<file path="src/rtl/dct_unit_seq.sv">
// Sequencing controller for one 2-D DCT coefficient unit: walks a 64-sample block,
// drives the MAC clear/enable and row/col index, then strobes the coef registers.
module dct_unit_seq #(
    parameter int BLK_SIZE = 64,
    parameter int MAC_LAT  = 3,
    parameter int BCNT_W   = 16
) (
    input  logic              clk,
    input  logic              rst_n,
    input  logic              ena,
    input  logic              dstrb,
    input  logic              din_valid,
    output logic              din_ready,
    output logic              acc_clr,
    output logic              acc_en,
    output logic [2:0]        row,
    output logic [2:0]        col,
    output logic              coef_ld,
    output logic              coef_vld,
    output logic              busy,
    output logic              err,
    output logic [BCNT_W-1:0] blk_cnt
);

    typedef enum logic [1:0] {IDLE, ACCUM, DRAIN, LOAD} state_e;

    localparam logic [5:0] LAST_IDX = 6'(BLK_SIZE - 1);
    localparam logic [3:0] DRN_INIT = 4'((MAC_LAT == 0) ? 0 : MAC_LAT - 1);

    state_e              state_q, state_d;
    logic [5:0]          cnt_q, cnt_d;
    logic [3:0]          drn_q, drn_d;
    logic                vld_q, vld_d;
    logic [BCNT_W-1:0]   bcnt_q, bcnt_d;
    logic                err_q, err_d;
    logic                acc;
    logic [5:0]          idx;

    always_comb begin
        state_d   = state_q;
        cnt_d     = cnt_q;
        drn_d     = drn_q;
        vld_d     = vld_q;
        bcnt_d    = bcnt_q;
        err_d     = 1'b0;
        acc_clr   = 1'b0;
        acc_en    = 1'b0;
        coef_ld   = 1'b0;
        idx       = cnt_q;
        din_ready = (state_q == IDLE) || (state_q == ACCUM);
        // rst_n keeps the strobes quiet while reset is held, whatever the inputs do
        acc       = rst_n & ena & din_valid & din_ready;

        case (state_q)
            IDLE: begin
                if (acc) begin
                    if (dstrb) begin
                        acc_clr = 1'b1;
                        acc_en  = 1'b1;
                        cnt_d   = 6'd1;
                        state_d = ACCUM;
                    end else begin
                        err_d = 1'b1;
                    end
                end
            end
            ACCUM: begin
                if (acc) begin
                    acc_en = 1'b1;
                    if (dstrb) begin
                        // early restart: this sample becomes index 0 of a new block
                        err_d   = 1'b1;
                        acc_clr = 1'b1;
                        idx     = 6'd0;
                        cnt_d   = 6'd1;
                    end else if (cnt_q == LAST_IDX) begin
                        cnt_d = 6'd0;
                        if (MAC_LAT != 0) begin
                            drn_d   = DRN_INIT;
                            state_d = DRAIN;
                        end else begin
                            state_d = LOAD;
                        end
                    end else begin
                        cnt_d = cnt_q + 6'd1;
                    end
                end
            end
            DRAIN: begin
                if (ena) begin
                    if (drn_q == 4'd0) state_d = LOAD;
                    else               drn_d   = drn_q - 4'd1;
                end
            end
            LOAD: begin
                if (ena) begin
                    coef_ld = 1'b1;
                    vld_d   = 1'b1;
                    bcnt_d  = bcnt_q + 1'b1;
                    state_d = IDLE;
                end
            end
            default: state_d = IDLE;
        endcase
    end

    always_ff @(posedge clk or negedge rst_n) begin
        if (!rst_n) begin
            state_q <= IDLE;
            cnt_q   <= '0;
            drn_q   <= '0;
            vld_q   <= 1'b0;
            bcnt_q  <= '0;
            err_q   <= 1'b0;
        end else begin
            state_q <= state_d;
            cnt_q   <= cnt_d;
            drn_q   <= drn_d;
            vld_q   <= vld_d;
            bcnt_q  <= bcnt_d;
            err_q   <= err_d;
        end
    end

    assign row      = idx[5:3];
    assign col      = idx[2:0];
    assign busy     = (state_q != IDLE);
    assign err      = err_q;
    assign coef_vld = vld_q;
    assign blk_cnt  = bcnt_q;

endmodule
</file>
<file path="config.mk">
export PLATFORM = sky130hd
export DESIGN_NAME = dct_unit_seq
export DESIGN_NICKNAME = d
export VERILOG_FILES = /design/src/rtl/dct_unit_seq.sv
export SDC_FILE = /design/constraint.sdc
export NUM_CORES = 1
export LEC_CHECK = 0
export ABC_AREA = 1
export ABC_CLOCK_PERIOD_IN_PS = 1800
export CORE_MARGIN = 2
export CORE_UTILIZATION = 55
export DETAILED_ROUTE_END_ITERATION = 16
export DONT_BUFFER_PORTS = 1
export GPL_TIMING_DRIVEN = 1
export PLACE_DENSITY = 0.7
export SYNTH_ARGS = -nofsm -noshare
export SYNTH_HDL_FRONTEND = slang
export SYNTH_SLANG_ARGS = --single-unit
</file>
<file path="constraint.sdc">
create_clock -name clk -period 1.8 [get_ports clk]
set_input_delay 0.36 -clock clk [delete_from_list [all_inputs] [get_ports clk]]
set_output_delay 0.36 -clock clk [all_outputs]
set_load 0.005 [all_outputs]
</file>
# After elaboration in Yosys (flattened, before gate mapping)
# Index checks and enable logic that the tools add are counted.
dict set report op_classes {
  eq_ne 13
  reduce_logical 11
  add_sub_neg 3
  muxes 34
  n_bitwise 3
}
# cell count
set op_table {}
lappend op_table {{$mux 6} 8}
lappend op_table {{$mux 4} 5}
lappend op_table {{$add 16x1->16 const B} 1}
lappend op_table {{$mux 2} 8}
lappend op_table {{$ne 2x2->1 const B} 8}
lappend op_table {{$pmux 6 s2} 1}
lappend op_table {{$mux 1} 8}
lappend op_table {{$pmux 2 s4} 1}
lappend op_table {{$pmux 4 s2} 1}
lappend op_table {{$reduce_and 8->1} 1}
lappend op_table {{$add 6x1->6 const B} 1}
lappend op_table {{$eq 6x6->1 const B} 1}
lappend op_table {{$reduce_and 6->1} 1}
lappend op_table {{$reduce_bool 2->1} 3}
lappend op_table {{$eq 2x2->1 const B} 2}
lappend op_table {{$logic_not 4->1} 1}
lappend op_table {{$pmux 1 s2} 2}
lappend op_table {{$reduce_and 4->1} 1}
lappend op_table {{$sub 4x1->4 const B} 1}
lappend op_table {{$and 1x1->1} 3}
lappend op_table {{$eq 2x1->1 const B} 1}
lappend op_table {{$logic_not 2->1} 1}
lappend op_table {{$ne 2x1->1 const B} 1}
lappend op_table {{$reduce_and 2->1} 1}
lappend op_table {{2 further kinds} 2}
dict set report totals {
  reg_bits 30
}

# Logic depth before layout (Yosys ltp)
dict set report logic_depth {
  depth_word 5
  depth_mapped 9
  ltp_nobuf 9
}

# Worst setup path after synthesis
# No wires, ideal clock.
dict set report synth_path {
  path_type {reg2out}
  start {reg state_q[1]}
  end {out col[0]}
  path_stages_with_launch 6
  path_buffers 0
  setup_slack_ns 0.261
  arrival_ns 1.179
  cell_sequence {dfrtp_1 > inv_1 > ha_1 > nand2_1 > nor2_1 > nor2_1}
}
dict set report synth_via {
  elab_chain_cells 5
  word_cells_on_any_way 6
}
# element line_no
set synth_lines {}
lappend synth_lines {{start: declaration} 30} ;# state_e state_q, state_d;
lappend synth_lines {{start signal: assignment} 116} ;# state_q <= state_d;
lappend synth_lines {{$eq 2x1->1 / $logic_not 2->1 (equally long branches)} {50, 54}}
lappend synth_lines {{$logic_or 1x1->1} 50} ;# din_ready = (state_q == IDLE) || (state_q == ACCUM);
lappend synth_lines {{$and 1x1->1} 52} ;# acc = rst_n & ena & din_valid & din_ready;
lappend synth_lines {{$mux 6} 68} ;# if (acc) begin
lappend synth_lines {{$mux 6 (*)} 54} ;# case (state_q)
lappend synth_lines {{end: declaration} 17} ;# output logic [2:0] col,
# Mark *: on every way between the ends. The rest lies on a longest branch, timed or not.

# Worst setup path in the final report
dict set report layout_path {
  start {reg state_q[0]}
  end {out acc_en}
}
dict set report layout_via {
  elab_chain_cells 5
  word_cells_on_any_way 7
}
# element line_no
set layout_lines {}
lappend layout_lines {{$eq 2x1->1 / $logic_not 2->1 (equally long branches)} 50}
lappend layout_lines {{$logic_or 1x1->1 (*)} 50}
lappend layout_lines {{via din_ready} 13} ;# output logic din_ready,
lappend layout_lines {{$and 1x1->1 (*)} 52}
lappend layout_lines {{$mux 1 (on tied branches)} {68, 56}}
lappend layout_lines {{$pmux 1 s2 (*)} 54}
lappend layout_lines {{end: declaration} 15} ;# output logic acc_en,
# The timed path passes the listed nets; every way through them passes the cells marked *.

==> results.cfg <==
[synth]
synth_mux_area_share_pct = 0
yosys.area_share.simple_pct = 32.80
syn_nets = 255
synth_xor_xnor_area_share_pct = 5.144
postSynthCellCount = 241
avgSynthCellArea_um2 = 7.772
synth_top_family_by_area = simple AND/OR/NAND/NOR gates
synth.distinct_cells = 28
synth_warnings = 0
synth_fa_ha_area_share_pct = 6.012
synth_top_area_cell = dfrtp_1
yosysSeqAreaShare_pct = 40.08
yosysTopAreaCellShare_pct = 40.08
synth-compound-area-share_pct = 6.346
ys_ff_latch = 30
syn_area_um2 = 1873
synth.area.top_cells = dfrtp_1, nand2_1, inv_1

[flow_run]
maxCapViolations = 0

[min_path]
hold_path_depth = 3
min-delay-start = ena
hold_path_end = blk_cnt[1]
holdCritPathClass = input port to flop

[sta]
skew_ns = 0.007344
final-setup-viol-count = 0
slew_viol_final = 0
rsz0062_at_grt = yes
fin_crit_ns = 1.738
fmaxAchievable_ghz = 0.5755
min_period_over_period_pct = 96.54
setup_slack_ns = 0.06229
worst_pin_slew_ns = 0.2549
fin_tns_setup_ns = 0
worst_hold_slack_ns = 0.2004
slew-limit-headroom_pct = 83.01
hold_viol = 0

[routing]
drtIter0Drc = 77
firstDrtPassIters = 4
wl_um = 3548
drc = 0
wl_per_cell_um = 11.75
viasPerCell = 4.874
ant_nets = 0
vias = 1472

[cells_and_area]
num_antenna_cells = 0
nets = 269
fill_cells = 304
regArea_um2 = 750.7
drive_gt1_share_pct = 22.66
utilization_pct = 63.95
final_area_um2 = 2117
multi_input_comb_area_um2 = 1001
final_cell_mix = nand2_1, inv_1, dfrtp_1, nor2_1, nand3_1
syn2layout_area_growth_pct = 13.03
layout_commonest_cell = nand2_1

[critical_path]
timing.rr.end = drn_q[3]
cp-end-kind = output port
crit_type = flop to output port
r2r_start = state_q[0]
cp.required_ns = 1.44
cp_max_fo = 4
r2r_cells = 9
startpoint_type = flop
arrival_ns = 1.38
reg2reg_slack_ns = 0.15

[clock_tree]
cts_tree = built
root_buffer = clkbuf_4
clk_pin_slew_ns = 0.10
clock-sinks = 30
cts_buffer_depth = 2
clkLatencyLatePin_ns = 0.33
cts.htree.levels = 2
numCtsBuffers = 5

[global_route]
antenna_found_initial = 0
grtUsageTotal_pct = 20.85
met2_usage_pct = 34.24
grt_start_max_net_pins = 31
gr-usage-met1_pct = 24.56
gr-total-overflow = 0
grt_first_pass_wirelength_um = 6327
use_met3_pct = 7.428
grt_pass1_vias = 1450
globalRoute.busiestLayer = met2

[place]
placed_cell_area_um2 = 1931
gp_congestion = 0.8125
dp_hpwl_um = 2492
place_ws_ns = 0.2209
io_buffers = 0

[die]
die-area_um2 = 3888
io-pin-count = 34
die_h_um = 62.36
fp.dieW_um = 62.36
num_rows = 21
core_area_um2 = 3311
initial_utilization_pct = 56.58

[run_status]
status = finished, final reports clean

[power]
p_per_area_nw_per_um2 = 1240
p_leak_nw = 1.042
peakVddDrop_uv = 773.2
==> cells in the mapped netlist <==
cell,instances
a21o_1,1
xor2_1,7
a21oi_1,6
ha_1,9
inv_1,35
or2_2,2
buf_4,1
nor2_1,26
a21oi_2,1
nand2_2,3
nand3_4,3
clkinv_1,1
o21ai_2,2
nand3_2,3
nand2_4,2
clkinv_2,1
nand3_1,14
nor2_4,2
clkinv_4,2
nand4_1,3
nor3_1,1
nand2_1,62
dfrtp_1,30
xnor2_1,4
nor2_2,5
o21ai_0,2
o21ai_1,9
inv_2,4
==> routing by layer <==
layer | part of all wire, % | vias up | routed length (um)
met5 | 0 | - | 0
met4 | 2.7 | 0 | 97
met3 | 3.9 | 8 | 137
met2 | 47 | 32 | 1684
met1 | 46 | 661 | 1629
li1 | - | 771 | -
==> layout make-up <==
cell class                      count  share of cell area [%]
Inverter                           43                   8.156
Tap cell                           46                   2.719
Clock inverter                      1                  0.2364
Timing Repair Buffer                8                   3.546
Clock buffer                        7                   2.600
Multi-Input combinational cell    167                   47.28
Sequential cell                    30                   35.46
==> metrics by stage <==
step                std cells  power (mW)
finish                    302       2.624
global placement          287       1.985
CTS                       300       2.546
detailed placement        287       2.012
floorplan                 241       1.829
global route              302       2.878
==> power by group <==
part           switching (mW)  internal (mW)  leakage, nW
clock network           0.237          0.189       0.0353
registers               0.181          0.842        0.382
logic                   0.707          0.468        0.625
total                    1.13           1.50         1.04
==> what timing repair did <==
| item | in CTS | in global routing |
|---|---|---|
| resized for setup | 5 | 13 |
| hold endpoints to repair | 30 | 0 |
| gates cloned | 0 | 0 |
| hold buffers | 2 | 0 |
| setup buffers | 3 | 2 |
| pin swaps | 1 | 3 |
| endpoints found under the setup margin | 8 | 10 |
==> worst max-delay path: stages (launching register included) <==
cell	delay [ns]
dfrtp_1	0.45
inv_2	0.13
ha_4	0.15
inv_2	0.05
nand2_4	0.10
nand2_4	0.06
a21oi_2	0.11
==> registers in the layout, indices dropped and copies added (netlist names) <==
name      flops
drn_q         4
state_q       2
blk_cnt      16
err           1
cnt_q         6
coef_vld      1
==> worst max path at each step <==
stage | start | to | slack (ns) | cells after the start
final | state_q[0] | acc_en | 0.06 | 6
after global routing | state_q[1] | row[0] | -0.03 | 6
after CTS | state_q[0] | acc_clr | 0.009 | 6
after detailed placement | state_q[1] | row[1] | 0.22 | 6
after global placement | state_q[1] | col[2] | 0.24 | 6
after floorplan | state_q[1] | col[0] | 0.26 | 5
==> cells by family after synthesis <==
logic type	count (synthesis)
adder cells (fa/ha/maj)	9
flip-flops	30
XOR/XNOR	11
buffers and inverters	44
AO/OA/AOI/OAI	21
AND/OR/NAND/NOR	126
Power figures use the tool's default switching activity.
